==> config.mk <==
export PLATFORM = sky130hd
export DESIGN_NAME = icache
export DESIGN_NICKNAME = d
export VERILOG_FILES = /design/src/rtl/icache.sv
export SDC_FILE = /design/constraint.sdc
export NUM_CORES = 2
export LEC_CHECK = 0
export CAP_MARGIN = 0
export CORE_MARGIN = 3
export CORE_UTILIZATION = 55
export DETAILED_ROUTE_END_ITERATION = 6
export GPL_ROUTABILITY_DRIVEN = 0
export GPL_TIMING_DRIVEN = 0
export MAX_ROUTING_LAYER = met4
export PLACE_DENSITY = 0.77
export SYNTH_ARGS = -nofsm -noshare
export SYNTH_HDL_FRONTEND = slang
export SYNTH_SLANG_ARGS = --single-unit
==> constraint.sdc <==
create_clock -name clk -period 19.9 [get_ports clk]
set_input_delay 5.97 -clock clk [delete_from_list [all_inputs] [get_ports clk]]
set_output_delay 5.97 -clock clk [all_outputs]
set_load 0.02 [all_outputs]
==> src/rtl/icache.sv <==
// icache: direct-mapped 128-bit-line instruction cache, blocking on miss; ICACHE_STATS_EN adds hit/miss counters
module icache #(
  parameter int NUM_LINES = 16
) (
  input  logic         clk,
  input  logic         reset_n,
  input  logic         cpu_req,
  input  logic [11:0]  cpu_addr,
  input  logic         flush,
  output logic         cpu_ready,
  output logic         instr_valid,
  output logic [31:0]  instr_out,
  output logic         mem_req_out,
  output logic [7:0]   mem_addr,
  input  logic [127:0] mem_data_in,
  input  logic         mem_done_in
`ifdef ICACHE_STATS_EN
  ,
  output logic [15:0]  hit_count,
  output logic [15:0]  miss_count
`endif
);
  localparam int INDEX_W = $clog2(NUM_LINES);
  localparam int TAG_W = 8 - INDEX_W;
  localparam int TW = (TAG_W > 0) ? TAG_W : 1;
  typedef enum logic [1:0] {IDLE, REQ, WAIT} state_t;
  state_t state;
  logic [127:0] data [NUM_LINES];
  logic [TW-1:0] tags [NUM_LINES];
  logic [NUM_LINES-1:0] valid;
  logic flush_pend;
  logic [1:0] word_q;
  logic hit;
  logic [31:0] hit_word;
  logic unused_addr_bits;
  function automatic logic [INDEX_W-1:0] idx_of(input logic [7:0] la);
    return INDEX_W'(la);
  endfunction
  function automatic logic [TW-1:0] tag_of(input logic [7:0] la);
    return TW'(la >> INDEX_W);
  endfunction
  assign unused_addr_bits = ^cpu_addr[1:0];
  assign cpu_ready = (state == IDLE) && !flush && !flush_pend;
  assign hit = valid[idx_of(cpu_addr[11:4])] && (tags[idx_of(cpu_addr[11:4])] == tag_of(cpu_addr[11:4]));
  assign hit_word = data[idx_of(cpu_addr[11:4])][{cpu_addr[3:2], 5'b0} +: 32];
  // lookup/refill FSM with registered response and memory request
  always_ff @(posedge clk) begin
    if (!reset_n) begin
      state <= IDLE;
      valid <= '0;
      flush_pend <= 1'b0;
      instr_valid <= 1'b0;
      instr_out <= '0;
      mem_req_out <= 1'b0;
      mem_addr <= '0;
      word_q <= '0;
    end else begin
      instr_valid <= 1'b0;
      case (state)
        IDLE: begin
          if (flush || flush_pend) begin
            valid <= '0;
            flush_pend <= 1'b0;
          end else if (cpu_req) begin
            word_q <= cpu_addr[3:2];
            if (hit) begin
              instr_out <= hit_word;
              instr_valid <= 1'b1;
            end else begin
              state <= REQ;
              mem_req_out <= 1'b1;
              mem_addr <= cpu_addr[11:4];
            end
          end
        end
        REQ: begin
          if (flush) flush_pend <= 1'b1;
          state <= WAIT;
        end
        WAIT: begin
          if (flush) flush_pend <= 1'b1;
          if (mem_done_in) begin
            valid[idx_of(mem_addr)] <= 1'b1;
            instr_out <= mem_data_in[{word_q, 5'b0} +: 32];
            instr_valid <= 1'b1;
            mem_req_out <= 1'b0;
            state <= IDLE;
          end
        end
        default: state <= IDLE;
      endcase
    end
  end
  // line storage written on refill completion; reset aborts the fill
  always_ff @(posedge clk) begin
    if (reset_n && state == WAIT && mem_done_in) begin
      data[idx_of(mem_addr)] <= mem_data_in;
      tags[idx_of(mem_addr)] <= tag_of(mem_addr);
    end
  end
`ifdef ICACHE_STATS_EN
  // saturating hit/miss counters over accepted requests
  always_ff @(posedge clk) begin
    if (!reset_n) begin
      hit_count <= '0;
      miss_count <= '0;
    end else if (cpu_ready && cpu_req) begin
      if (hit && ~&hit_count) hit_count <= hit_count + 16'd1;
      if (!hit && ~&miss_count) miss_count <= miss_count + 16'd1;
    end
  end
`endif
endmodule

# Word-level counts from Yosys, hierarchy flattened
# Memories as Yosys holds them, arrays and structs flattened.
# Cells that the tools add are included.
dict set report op_classes {
  mux 32
  n_eq_ne 10
  n_lt_le_gt_ge 3
  reduce_logical 20
  n_bitwise 3
  n_shift 2
}
# op count
set op_table {}
lappend op_table {{$shiftx A128 B8 Y32} 2}
lappend op_table {{$mux W32} 4}
lappend op_table {{$pmux W32 S2} 1}
lappend op_table {{$mux W16} 2}
lappend op_table {{$pmux W16 S2} 1}
lappend op_table {{$or A16 B16 Y16} 1}
lappend op_table {{$mux W1} 14}
lappend op_table {{$lt A4 B5 Y1 const B} 2}
lappend op_table {{$ne A2 B2 Y1 const B} 5}
lappend op_table {{$reduce_and A5 Y1} 2}
lappend op_table {{$reduce_and A3 Y1} 3}
lappend op_table {{$mux W2} 4}
lappend op_table {{$reduce_and A4 Y1} 2}
lappend op_table {{$logic_and A1 B1 Y1} 6}
lappend op_table {{$pmux W1 S2} 3}
lappend op_table {{$pmux W2 S3} 1}
lappend op_table {{$bmux W1 S4} 1}
lappend op_table {{$demux W1 S4} 1}
lappend op_table {{$eq A4 B4 Y1} 1}
lappend op_table {{$ge A4 B1 Y1 const B} 1}
lappend op_table {{$ne A2 B1 Y1 const B} 2}
lappend op_table {{$reduce_bool A2 Y1} 2}
lappend op_table {{$eq A2 B1 Y1 const B} 1}
lappend op_table {{$eq A2 B2 Y1 const B} 1}
lappend op_table {{other kinds (5)} 7}
dict set report word_totals {
  in_bits 145
  regBits 63
  out_inout_bits 43
  memories 2
  ramBits 2112
  wordCells 80
}
# name depth width rd rd_clocked_by_memory_dff write_ports line
set mem_list {}
lappend mem_list {data 16 128 1 0 1 28} ;# logic [127:0] data [NUM_LINES];
lappend mem_list {tags 16 4 1 0 1 29} ;# logic [TW-1:0] tags [NUM_LINES];

# Depth between registers and ports, before layout
dict set report logic_depth {
  ltp_word 7
  depth_mapped 13
  ltp_nobuf 8
}

# Worst setup path after synthesis
# Ideal clock, no wire load.
dict set report synth_timing {
  path_kind {input -> register}
  start {input reset_n}
  end {memory data[2][0], enable pin}
  setup_ps 785
  required_time_ps 19115
  slack_ps 3878
  t_arrival_ps 15238
  path_buffers 0
  cell_stages 3
  cell_sequence {and3_1 nand3b_1 nor3_1}
}
dict set report synth_between {
  elab_chain_cells 4
}
# element line
set synth_rtl {}
lappend synth_rtl {{start, declared} 6} ;# input logic reset_n,
lappend synth_rtl {{$logic_and A1 B1 Y1 (2 in a row)} 96} ;# if (reset_n && state == WAIT && mem_done_in) begin
lappend synth_rtl {{$mux W1} 96}
lappend synth_rtl {{$mux W1 (implied by the code)} 97} ;# data[idx_of(mem_addr)] <= mem_data_in;
lappend synth_rtl {{end, declared} 28}
# Every way passes these cells.

# Worst setup path in the final report
dict set report layout_timing {
  start {input flush}
  end {output cpu_ready}
}
dict set report layout_between {
  elab_chain_cells 3
}
# element line
set layout_rtl {}
lappend layout_rtl {{start, declared} 9} ;# input logic flush,
lappend layout_rtl {{$logic_not A1 Y1} 43} ;# assign cpu_ready = (state == IDLE) && !flush && !flush_pend;
lappend layout_rtl {{$logic_and A1 B1 Y1 (2 in a row)} 43}
lappend layout_rtl {{end, declared} 10} ;# output logic cpu_ready,
# Every way passes these cells.

==> tab_implementation.tex <==
\begin{tabular}{lr}
\hline
Metric & Value \\
\hline
\multicolumn{2}{l}{\textbf{Status}} \\
Outcome & finished with violations \\
Failing checks & design-rule violations, max-capacitance violations, max-slew violations \\
\multicolumn{2}{l}{\textbf{Power}} \\
Maximum VDD drop & approximately 0.12 mV \\
Leakage & 30.6 nW \\
Pwr per Cell Area & between 90 and 100 mW/mm2 \\
\multicolumn{2}{l}{\textbf{Routing}} \\
Final wirelength & around 240 mm \\
Starting DRT DRC Count & approximately 7600 \\
Number of detailed-route iterations in the first pass & 7 \\
Detailed-route vias per instance & 6.98 \\
DRT antenna net count & 0 \\
Detailed-route DRC error count & 1 \\
Count of vias placed by the detailed router & 44328 \\
Routed length per placed instance & between 30 and 40 um \\
\multicolumn{2}{l}{\textbf{Finish}} \\
Fin area & 0.0976 mm2 \\
Area used by multi-input combinational logic & 0.0184 mm2 \\
Synth-to-Final Area Change & 16.2\% \\
Proportion of layout cells with a drive suffix above 1 & 28.9\% \\
Final net count & $\sim$4300 \\
Fill cell instance count of the final layout & $\sim$9000 \\
Number of cells in the finished layout apart from fillers & $\sim$6400 \\
Area taken by flip-flops and latches & between 0.06 and 0.07 mm2 \\
\multicolumn{2}{l}{\textbf{Setup path}} \\
Crit. End Element & output port \\
Crit-path cells & clkdlybuf4s50\_1, nor3\_1, clkdlybuf4s50\_1 \\
Largest delay contributor family on the critical path & buffers and inverters \\
Cell type of the slowest stage on the worst timing path & clkdlybuf4s50\_1 \\
CP startpoint kind & primary input \\
Critical path start-end classification & primary input to output port \\
Maximum fanout encountered on the critical timing path & 3 \\
Critical path required time & 13.93 ns \\
Arrival time reported for the critical path endpoint & 7.95 ns \\
Crit path largest cell delay & 0.77 ns \\
Sum of buffers and inverters on the critical path & 2 \\
Most used cell, CP & clkdlybuf4s50\_1 \\
\multicolumn{2}{l}{\textbf{Logic synthesis}} \\
Multiplexer share of the synthesized area & 18.8\% \\
Simple logic cell fraction of the synthesized area & about 1.1\% \\
Number of nets produced by synthesis & around 3700 \\
Post-synthesis instance area & around 0.084 mm2 \\
Parity-gate share of the synthesized area counting xor and xnor cells & 0.0834\% \\
Post-Syn Area per Cell & roughly 24 um2 \\
Number of instances in the synthesized netlist & 3571 \\
Fraction of the mapped netlist area in compound gates & around 1.7\% \\
Fraction of synthesis flops using an asynchronous set or reset pin & 0\% \\
Synthesized-area fraction occupied by adder cells & 0.0447\% \\
Share of synthesized area occupied by flip-flops and latches & about 77\% \\
Netlist cell types & 58 \\
Number of flops mapped to enable cells by yosys & between 2000 and 2500 \\
Largest family of logic cells by synthesized area & multiplexers \\
Primary FF master, synth & edfxtp\_1 \\
Synth Register Bits & approximately 2200 \\
Synth warnings & 0 \\
\multicolumn{2}{l}{\textbf{STA}} \\
Final critical delay including setup and external delays & $\sim$14 ns \\
Final setup vio count & 0 \\
Crit share post-route & about 70\% \\
Fmax & between 70 and 80 MHz \\
Hold slack & 0.476 ns \\
Final slew viol count & 11 \\
Worst clock skew on the final layout & between 0.04 and 0.05 ns \\
Pin slew with the least headroom to its limit & approximately 1.6 ns \\
Number of hold-slack violations in the final timing report & 0 \\
Smallest setup slack after layout & 5.98 ns \\
Relative max-transition margin & -5.55\% \\
RSZ-0062 raised after global routing & no \\
\multicolumn{2}{l}{\textbf{Clock tree}} \\
Count of buffers added by post-CTS timing repair for setup & 0 \\
Clk buf depth & 3 \\
Skew-Pair Late Insertion Delay & 0.84 ns \\
Number of resized instances in the post-cts repair step & 0 \\
Library cell used as clock root buffer & clkbuf\_16 \\
Count of hold buffers inserted by post-cts repair & 0 \\
CTS tree & yes \\
Clock sinks & about 2200 \\
Reg clk slew, reported paths & 0.06 ns \\
Maximum level of the CTS H-tree & 4 \\
Total clock buffers created by CTS & $\sim$200 \\
\multicolumn{2}{l}{\textbf{Run}} \\
Number of maximum-capacitance constraint violations & 1 \\
\multicolumn{2}{l}{\textbf{GRT}} \\
Global-route wire length before repair & 341 mm \\
Maximum number of pins on one net before global-route repair & 25 \\
All-layer global routing usage & 32.3\% \\
Antenna violations before repair & 39 \\
Grt total ovfl & 0 \\
Number of global-route vias before repair & about 44000 \\
\multicolumn{2}{l}{\textbf{Floorplanning}} \\
Die X & 397 um \\
Chip height & about 400 um \\
Die area & $\sim$0.16 mm2 \\
Top-Level Pins & 188 \\
Placeable core area & roughly 0.15 mm2 \\
Initial cell density of the core & around 56\% \\
Row count & around 140 \\
\multicolumn{2}{l}{\textbf{Placement}} \\
Instance count after placement with tap cells included & $\sim$6000 \\
Final HPWL from detailed placement & approximately 160 mm \\
Placement-stage worst setup slack & 6.18 ns \\
IO Port Bufs & around 180 \\
Instance area after placement & a little over 0.09 mm2 \\
\multicolumn{2}{l}{\textbf{Hold path}} \\
Worst min-delay path category & register to register \\
\hline
\end{tabular}
-- placed cells by master, fill, tap and decap left out, types with 8 or more instances in the layout --
master	Yosys	final
clkbuf_16	0	206
mux2_2	10	10
o221ai_1	14	14
nor2_1	71	59
edfxtp_1	2112	2112
nand2_1	82	82
clkinv_2	0	43
diode_2	0	48
buf_2	79	81
nor2_4	0	12
buf_12	0	65
o211ai_1	11	11
o22ai_1	11	11
a21oi_1	33	33
a311oi_1	17	17
buf_16	0	15
buf_4	24	29
mux2i_1	93	93
buf_6	1	68
clkbuf_1	76	119
nor2b_1	14	14
buf_1	24	22
o21ai_0	17	17
clkinv_1	1	51
dfxtp_1	63	63
inv_1	9	9
a22oi_1	14	14
mux4_2	654	654
a211oi_1	40	40
bufinv_16	0	15
clkdlybuf4s50_1	0	181
nand3_1	8	8
-- final timing paths --
check                 from           to  slack, ns  depth (start not counted)
setup / recovery     flush    cpu_ready       5.98                          3
hold / removal    valid[1]     valid[1]       0.48                          2
hold reg to reg   valid[1]     valid[1]       0.48                          2
setup reg to reg  state[0]  data[3][10]      15.11                         12
-- power by group --
group / total, mW / internal, mW / switching, mW
logic: 0.530 / 0.203 / 0.327
registers: 5.03 / 5.03 / 0.00657
clock network: 3.79 / 2.10 / 1.68
total: 9.35 / 7.33 / 2.02
-- through the flow --
stage / util [%] / power, mW / TNS, ns
floorplan: - / 5.40 / 0
global placement: 58.6 / 5.63 / -5709.51
detailed placement: 60.3 / 5.64 / 0
CTS: 64.6 / 9.35 / 0
global route: 64.7 / 9.55 / 0
finish: 64.7 / 9.35 / 0
-- per-layer routing --
metal	track usage (%)	wire, um	part of all wire (%)	up-vias
li1	-	-	-	16594
met1	41.0	80200	33	22918
met2	48.0	115000	47	4077
met3	10.8	36600	15	739
met4	14.3	12800	5.2	0
met5	-	0	0	-
-- worst reg2reg max path, cell delays in order (launching register included) --
cell and delay [ns]:
dfxtp_1 0.33, inv_1 0.11, ha_1 0.42, clkbuf_1 0.80, and3_1 0.39, nand3_1 0.36
nor3_2 0.80, buf_8 0.25, buf_6 0.20, buf_6 0.21, buf_6 0.18, buf_4 0.23
buf_6 0.20
-- cells in the mapped netlist, types with 9 or more instances --
| cell type | instances | share of area, % |
|---|---|---|
| o221ai_1 | 14 | 0.15 |
| a211oi_1 | 40 | 0.36 |
| buf_1 | 24 | 0.11 |
| inv_1 | 9 | 0.040 |
| dfxtp_1 | 63 | 1.5 |
| a21oi_1 | 33 | 0.20 |
| nor2_1 | 71 | 0.32 |
| mux4_2 | 654 | 18 |
| a22oi_1 | 14 | 0.13 |
| nand2_1 | 82 | 0.37 |
| o22ai_1 | 11 | 0.082 |
| clkbuf_1 | 76 | 0.34 |
| a311oi_1 | 17 | 0.18 |
| mux2_2 | 10 | 0.13 |
| o21ai_0 | 17 | 0.10 |
| nor2b_1 | 14 | 0.10 |
| o211ai_1 | 11 | 0.098 |
| edfxtp_1 | 2112 | 75 |
| buf_2 | 79 | 0.47 |
| buf_4 | 24 | 0.21 |
| nor3_1 | 10 | 0.060 |
| mux2i_1 | 93 | 1.1 |
-- final cells by class --
| type | count | share of cell area, % |
|---|---|---|
| buffer | 204 | 0.994 |
| clock buffer | 254 | 5.48 |
| clock inverter | 126 | 1.12 |
| timing repair buffer | 338 | 4.50 |
| antenna | 48 | 0.123 |
| tap | 2016 | 2.58 |
| inverter | 10 | 0.0385 |
| multi-input combinational | 1182 | 18.9 |
| sequential | 2175 | 66.3 |
-- sequential cells by signal, summed over array words and instances, names as in the netlist --
signal       cells
tags            64
valid           16
instr_out       32
instr_valid      1
data          2048
flush_pend       1
word_q           2
mem_req_out      1
state            2
mem_addr         8
-- logic make-up (layout without fill, tap and decap cells) --
kind of cell,count (synthesis),after routing
xor gates and xnor gates,8,8
adders and majority gates,3,3
buffers and inverters,214,932
and+or+nand+nor,215,215
muxes,758,758
DFF,2175,2175
other,0,48
AOI/OAI and AO/OA,198,198
Note: power is estimated with default switching activity, not from simulation.
